$ cat config.mk
export PLATFORM = sky130hd
export DESIGN_NAME = l2_bridge
export DESIGN_NICKNAME = d
export VERILOG_FILES = /design/src/rtl/l2_bridge.sv
export SDC_FILE = /design/constraint.sdc
export NUM_CORES = 1
export LEC_CHECK = 0
export CAP_MARGIN = 20
export CORE_ASPECT_RATIO = 1.5
export CORE_MARGIN = 1.5
export CORE_UTILIZATION = 51
export DETAILED_ROUTE_END_ITERATION = 7
export PLACE_DENSITY = 0.91
export SLEW_MARGIN = 20
export SYNTH_ARGS = -nofsm -noshare
export SYNTH_HDL_FRONTEND = slang
export SYNTH_SLANG_ARGS = --single-unit
$ cat constraint.sdc
create_clock -name clk -period 3.65 [get_ports clk]
set_input_delay 0.9125 -clock clk [delete_from_list [all_inputs] [get_ports clk]]
set_output_delay 0.9125 -clock clk [all_outputs]
set_load 0.01 [all_outputs]
$ cat src/rtl/l2_bridge.sv
// l2_bridge: moves whole 128-bit cache lines between the L1 controller and a
// 32-bit word-wide memory port. Write-backs go out as four write beats; fills
// go out as four read beats and the returning words are assembled into
// fill_line. Every output comes straight from a register.
module l2_bridge #(
   parameter int LINE_WORDS = 4
) (
   input  logic                      clk,
   input  logic                      reset,
   input  logic                      read_l2,
   input  logic                      write_l2,
   input  logic [31:0]               line_addr,
   input  logic [31:0]               victim_addr,
   input  logic [32*LINE_WORDS-1:0]  wb_line,
   output logic                      l2_ack,
   output logic                      write_done,
   output logic [32*LINE_WORDS-1:0]  fill_line,
   output logic                      mem_req,
   output logic                      mem_we,
   output logic [31:0]               mem_addr,
   output logic [31:0]               mem_wdata,
   input  logic                      mem_gnt,
   input  logic                      mem_rvalid,
   input  logic [31:0]               mem_rdata
);

   typedef enum logic [2:0] {
      IDLE,
      WRITE,
      READ_REQ,
      READ_DATA,
      RESP_W,
      RESP_R
   } state_t;

   state_t                     state, state_n;
   logic [27:0]                base, base_n;
   logic [32*LINE_WORDS-1:0]   wb_buf, wb_buf_n;
   logic [1:0]                 cnt, cnt_n;
   logic [1:0]                 rcnt, rcnt_n;
   logic                       l2_ack_n, write_done_n;
   logic                       mem_req_n, mem_we_n;
   logic [31:0]                mem_addr_n, mem_wdata_n;
   logic [32*LINE_WORDS-1:0]   fill_n;

   logic                       granted;
   logic [1:0]                 cnt_inc;
   logic                       unused_addr_bits;

   // The low four address bits select a byte within the line and are not needed.
   assign unused_addr_bits = ^{victim_addr[3:0], line_addr[3:0]};
   assign granted = mem_req && mem_gnt;
   assign cnt_inc = cnt + 2'd1;

   // State, counters, captured request and all output registers.
   always_ff @(posedge clk) begin
      if (reset) begin
         state      <= IDLE;
         base       <= '0;
         wb_buf     <= '0;
         cnt        <= '0;
         rcnt       <= '0;
         l2_ack     <= 1'b0;
         write_done <= 1'b0;
         mem_req    <= 1'b0;
         mem_we     <= 1'b0;
         mem_addr   <= '0;
         mem_wdata  <= '0;
         fill_line  <= '0;
      end else begin
         state      <= state_n;
         base       <= base_n;
         wb_buf     <= wb_buf_n;
         cnt        <= cnt_n;
         rcnt       <= rcnt_n;
         l2_ack     <= l2_ack_n;
         write_done <= write_done_n;
         mem_req    <= mem_req_n;
         mem_we     <= mem_we_n;
         mem_addr   <= mem_addr_n;
         mem_wdata  <= mem_wdata_n;
         fill_line  <= fill_n;
      end
   end

   // Next-state and next-output decode; the outputs are computed one edge ahead
   // so the memory side sees each beat in the first cycle of its state.
   always_comb begin
      state_n      = state;
      base_n       = base;
      wb_buf_n     = wb_buf;
      cnt_n        = cnt;
      rcnt_n       = rcnt;
      l2_ack_n     = 1'b0;
      write_done_n = 1'b0;
      mem_req_n    = mem_req;
      mem_we_n     = mem_we;
      mem_addr_n   = mem_addr;
      mem_wdata_n  = mem_wdata;
      fill_n       = fill_line;

      case (state)
         IDLE: begin
            if (write_l2) begin
               base_n      = victim_addr[31:4];
               wb_buf_n    = wb_line;
               cnt_n       = 2'd0;
               state_n     = WRITE;
               mem_req_n   = 1'b1;
               mem_we_n    = 1'b1;
               mem_addr_n  = {victim_addr[31:4], 4'b0000};
               mem_wdata_n = wb_line[31:0];
            end else if (read_l2) begin
               base_n      = line_addr[31:4];
               cnt_n       = 2'd0;
               rcnt_n      = 2'd0;
               state_n     = READ_REQ;
               mem_req_n   = 1'b1;
               mem_we_n    = 1'b0;
               mem_addr_n  = {line_addr[31:4], 4'b0000};
               mem_wdata_n = 32'd0;
            end
         end

         WRITE: begin
            if (granted) begin
               if (cnt == 2'd3) begin
                  state_n      = RESP_W;
                  write_done_n = 1'b1;
                  mem_req_n    = 1'b0;
                  mem_we_n     = 1'b0;
                  mem_addr_n   = 32'd0;
                  mem_wdata_n  = 32'd0;
               end else begin
                  cnt_n       = cnt_inc;
                  mem_addr_n  = {base, cnt_inc, 2'b00};
                  mem_wdata_n = wb_buf[{cnt_inc, 5'd0} +: 32];
               end
            end
         end

         READ_REQ: begin
            if (granted) begin
               if (cnt == 2'd3) begin
                  state_n    = READ_DATA;
                  mem_req_n  = 1'b0;
                  mem_addr_n = 32'd0;
               end else begin
                  cnt_n      = cnt_inc;
                  mem_addr_n = {base, cnt_inc, 2'b00};
               end
            end
            if (mem_rvalid && (rcnt != 2'd3)) begin
               fill_n[{rcnt, 5'd0} +: 32] = mem_rdata;
               rcnt_n = rcnt + 2'd1;
            end
         end

         READ_DATA: begin
            if (mem_rvalid) begin
               fill_n[{rcnt, 5'd0} +: 32] = mem_rdata;
               if (rcnt == 2'd3) begin
                  state_n  = RESP_R;
                  l2_ack_n = 1'b1;
                  rcnt_n   = 2'd0;
               end else begin
                  rcnt_n = rcnt + 2'd1;
               end
            end
         end

         RESP_W: state_n = IDLE;

         RESP_R: state_n = IDLE;

         default: state_n = IDLE;
      endcase
   end

endmodule

Word level (Yosys, flattened, before mapping)
Cells that the tools add are included.
{"block": "totals", "regBits": 359, "input_bits": 230, "out_inout_bits": 196, "elab_cells": 107}
{"block": "classes", "add_sub_neg": 3, "eq_ne": 19, "n_shift": 3, "mux": 45, "n_bitwise": 4, "n_reduce_logical": 21}
{"cell": "128-bit two-way mux", "count": 2}
{"cell": "32-bit two-way mux", "count": 8}
{"cell": "128-bit case mux with 2 select lines", "count": 1}
{"cell": "128-bit bitwise mux", "count": 1}
{"cell": "32-bit case mux with 2 select lines", "count": 2}
{"cell": "32-bit by 9-bit variable shift with 128-bit output, first input constant", "count": 1}
{"cell": "128-bit by 8-bit variable part select with 32-bit output", "count": 1}
{"cell": "32-bit by 9-bit variable part select with 128-bit output", "count": 1}
{"cell": "28-bit two-way mux", "count": 2}
{"cell": "3-bit two-way mux", "count": 8}
{"cell": "2-bit inequality test, second input constant", "count": 11}
{"cell": "2-bit two-way mux", "count": 8}
{"cell": "3-bit case mux with 4 select lines", "count": 1}
{"cell": "4-bit AND reduction", "count": 3}
{"cell": "7-bit negator with 9-bit output", "count": 1}
{"cell": "3-bit AND reduction", "count": 3}
{"cell": "1-bit two-way mux", "count": 8}
{"cell": "2-bit nonzero test", "count": 4}
{"cell": "7-bit AND reduction", "count": 1}
{"cell": "3-bit by 2-bit == test with 1-bit output, second input constant", "count": 2}
{"cell": "2-bit case mux with 3 select lines", "count": 1}
{"cell": "3-bit OR reduction", "count": 2}
{"cell": "5-bit AND reduction", "count": 1}
{"cell": "2-bit by 1-bit adder with 2-bit output, second input constant", "count": 2}
{"cell": "other kinds (12)", "count": 20}

Longest topological paths before layout
{"block": "logic_depth", "ltp_word": 5, "depth_mapped": 8, "mapped_depth_nobuf": 5}

Least setup slack after synthesis
No wires, ideal clock.
{"block": "synth_timing", "path_type": "in2reg", "from": "in write_l2", "to": "reg mem_addr[17]", "setup_time_ps": 122, "arrival_ps": 1998, "required_ps": 3528, "path_slack_ps": 1530, "path_stages": 5, "n_path_buf": 2, "cell_sequence": "buf_2 > buf_2 > mux2i_1 > nor2_1 > o311a_1"}
{"block": "synth_via", "elab_chain_cells": 2, "word_cells_on_any_way": 4, "cone_classes": "eq/ne: 1; mux: 2; reduce/logical: 1"}
{"item": "start, declared", "line": "11", "text": "input logic write_l2,"}
{"item": "3-bit inequality test (no line) / 32-bit two-way mux (equally long branches)"}
{"item": "3-bit AND reduction (no line) / 32-bit case mux with 2 select lines (equally long branches)"}
{"item": "end signal, assigned", "line": "80", "text": "mem_addr <= mem_addr_n;"}
{"item": "end, declared", "line": "20", "text": "output logic [31:0] mem_addr,"}
Several ways; a longest one is shown, not always the timed one.
A chain may end at the register's enable or synchronous reset.

Worst setup path after layout
{"block": "layout_timing", "from": "in mem_rvalid", "to": "reg fill_line[120]"}
{"block": "layout_via", "elab_chain_cells": 3, "word_cells_on_any_way": 4, "cone_classes": "eq/ne: 2; reduce/logical: 2"}
{"item": "start, declared", "line": "23", "text": "input logic mem_rvalid,"}
{"item": "1-bit logical AND", "line": "153", "text": "if (mem_rvalid && (rcnt != 2'd3)) begin"}
{"item": "2-bit inequality test (no line)"}
{"item": "3-bit AND reduction (no line) (*)"}
{"item": "end signal, assigned", "line": "82", "text": "fill_line <= fill_n;"}
{"item": "end, declared", "line": "17", "text": "output logic [32*LINE_WORDS-1:0] fill_line,"}
Every way passes the cells marked *; elsewhere a longest branch is shown, timed or not.

==> metrics.md <==
| Metric | Value |
|---|---|
| Status | finished clean |
| Die area | 29500 µm² |
| Final setup margin | 1.15 ns |
| Period utilisation layout | 0.685 |
| Slowest stage cell, crit path | nand4_1 |
| Share of cells above drive strength 1 | 0.0667 |
| Type of the worst min-delay path | register to register |
| Worst reg2reg setup slack | 1.23 ns |
| Startpoint type of the worst setup path | primary input |
| Pre-CTS WS | around 0.7 ns |
| Die width | approximately 140 µm |
| Most numerous cell in the Yosys netlist | nand2_1 |
| Seq. cell area | roughly 7000 µm² |
| Crit path cell chain | clkdlybuf4s50_1 -> and2_1 -> nand4_1 -> buf_12 -> nand2_1 -> a21oi_1 |
| Setup TNS | 0 ns |
| Filler instances | 1958 |
| PwrDens | about 560 nW/µm² |
| Via count | between 10k and 15k |
| Seq/Total Area, Yosys | 0.492 |
| WS Path Type | primary input to register |
| MaxCap Viol Count | 0 |
| Worst VDD drop | 0.397 mV |
| Global-route usage over all layers | 0.315 |
| Fin Clk Skew | around 0.015 ns |
| Drt initial violations | 1261 |
| Worst-case reg-to-reg path depth | 5 |
| Largest net degree at the start of global routing | 136 |
| RePlAce Congestion | just over 0.8 |
| # IOs | 426 |
| RSZ-0062 raised after global routing | no |
| Area occupied by multi-input gates | between 6000 and 7000 µm² |
| Clock sink total | around 360 |
| H-tree Lvls | 2 |
| Register clock-pin slew on the reported worst setup and hold paths | 0.07 ns |
| HP Start | fill_line[32] |
| R2R Path End | mem_wdata[6] |
| Fmax | roughly 400 MHz |
| Cell row count | 75 |
| Drt first pass iters | 6 |
| Worst-Margin Slew | 1.11 ns |
| Vias/cell | 5.96 |
| Slew headroom | 0.260 |
| CTS Root Cell | clkbuf_16 |
| Post-CTS sizing | 0 |
| IO buf count | 415 |
| Vias in the first global route | 14.4k |
| Required time worst endpoint | 4.00 ns |
| Max-slew violation count | 0 |
| Cells after synthesis | 1710 |
| Synth Warn # | 0 |
| Cell taking the most area after synthesis | dfxtp_1 |
| Final Cell Area | 19900 µm² |
| Total wire length | 47.9 mm |
| Antenna Nets Post-Route | 0 |
| Crit end category | register |
| Area delta synth->final | 37.0% |
| Initial antenna violation count | 3 |
| Mapped cell area | 14500 µm² |
| Core ar. | 28000 µm² |
| Hold path cells | 2 |
| Synth unique cells | between 40 and 50 |
| First-pass GRT wire length | 75.0 mm |
| Async set-reset flop share out of synthesis | 0 |
| Initial Util | 0.520 |
| Placement Cell Area | 18800 µm² |
| Comb pwr share | 0.260 |
| Commonest cells post-synth | 392 x nand2_1, 357 x dfxtp_1, 260 x a21oi_1, 134 x nand3_1, 101 x clkbuf_1 |
| EDFF count, synth | 0 |
| Area share of the leading cell type in the synthesized netlist | 0.492 |
| Avg Cell Area, Syn | 8.50 µm² |
| Worst r2r src | cnt[1] |
| Switching share of power | 0.305 |
| # nets final | 2268 |
| Clock Latency Late Sink | 0.52 ns |
| Post-CTS Setup Bufs | 0 |
| Min cycle time layout | 2.50 ns |
| GRT overflow | 0 |
| Die extent in y | 210 µm |
| Endpoints failing hold | 0 |
| Crit path arrival time | 2.85 ns |
| Sequential power share | 0.417 |
| Finish-stage setup viols | 0 |
| WL per Instance | 19.9 µm |
| CTS tree | yes |
| CTS Buffer Depth | 3 |
| CTS buffer count | 34 |
| Pwr Total | 11.1 mW |
| Dpl hpwl | approximately 30 mm |
| Hold endpoint | fill_line[32] |
| Max Fanout on Critical Path | 24 |
| Psw | 3.39 mW |
| Top post-synthesis cells by area | dfxtp_1 49%, nand2_1 10%, a21oi_1 9.0%, mux4_2 5.0%, nand3_1 4.6% |
| Clk pwr share | 0.324 |
| Leak | about 7.1 nW |
| CP peak stage delay | 0.54 ns |
| Cts hold-fix bufs | 0 |
| Ys flop type | dfxtp_1 |
| Residual DRC | 0 |
| Register bit total from synthesis | 357 |
| Internal | a little under 8 mW |
| Hold slack | 0.452 ns |
==> layout make-up <==
class                           instances  share of cell area
Sequential cell                       357               0.359
Multi-Input combinational cell       1184               0.337
Timing Repair Buffer                  448               0.224
Clock buffer                           47              0.0504
Tap cell                              346              0.0217
Clock inverter                         12             0.00635
Inverter                                6             0.00113
Antenna cell                            4            0.000503
==> power by group through the flow <==
stage	registers [mW]	clock network [mW]	logic (mW)
2_1_floorplan	4.73	0	1.60
3_3_place_gp	4.67	0	2.76
3_5_place_dp	4.70	0	2.84
4_1_cts	4.62	3.63	2.87
5_1_grt	4.68	3.78	3.12
6_report	4.63	3.60	2.89
==> sequential cells by signal, summed over array words and instances, names as in the netlist <==
register    count
mem_addr       30
l2_ack          1
fill_line     128
write_done      1
mem_req         1
base           28
mem_wdata      32
mem_we          1
cnt             2
state           3
rcnt            2
wb_buf        128
==> worst max-delay path by stage <==
| stage | from | endpoint | slack, ns |
|---|---|---|---|
| after floorplan | write_l2 | mem_addr[17] | 1.53 |
| after global placement | mem_rvalid | fill_line[126] | 0.78 |
| after detailed placement | mem_rvalid | fill_line[119] | 0.70 |
| after CTS | cnt[1] | mem_wdata[6] | 1.17 |
| after global routing | cnt[1] | mem_wdata[6] | 1.04 |
| final | mem_rvalid | fill_line[120] | 1.15 |
==> placed cells by master, fill, tap and decap left out, types with 29 or more instances in the layout <==
cell             Yosys  routed
a21oi_1            260     260
a221oi_1            32      32
buf_4                6      29
clkbuf_16            0      37
clkdlybuf4s50_1      0     413
dfxtp_1            357     356
mux4_2              32      32
nand2_1            392     391
nand3_1            134     134
nor2_1              97      96
nor3_1              34      33
nor3b_1             32      29
==> metrics by stage <==
step	std cells	util
2_1_floorplan	1711	-
3_3_place_gp	2341	0.671
3_5_place_dp	2341	0.671
4_1_cts	2400	0.712
5_1_grt	2403	0.712
6_report	2404	0.712
==> logic make-up (layout without fill, tap and decap cells) <==
| kind of cell | count (synthesis) | in the layout | share of synthesized area |
|---|---|---|---|
| AO/OA/AOI/OAI | 369 | 369 | 0.153 |
| XOR/XNOR | 1 | 1 | 0.000603 |
| adder cells (fa/ha/maj) | 7 | 7 | 0.00603 |
| buffers and inverters | 170 | 513 | 0.0500 |
| flip-flops | 357 | 357 | 0.492 |
| multiplexers | 60 | 60 | 0.0689 |
| other | 1 | 6 | 0.000258 |
| AND/OR/NAND/NOR | 745 | 745 | 0.229 |
==> critical path: cells and delay by family <==
family,cells,cell delay (ns)
AND/OR/NAND/NOR,3,0.97
buffers and inverters,2,0.89
AO/OA/AOI/OAI,1,0.07
==> routing by layer <==
metal / track usage / wire (µm) / vias up
met5: 0 / 0 / -
met4: 0.181 / 2570 / 0
met3: 0.0650 / 4340 / 156
met2: 0.542 / 24000 / 785
met1: 0.361 / 17000 / 6792
li1: - / - / 6583
No activity file was read; power rests on OpenSTA's default activity.
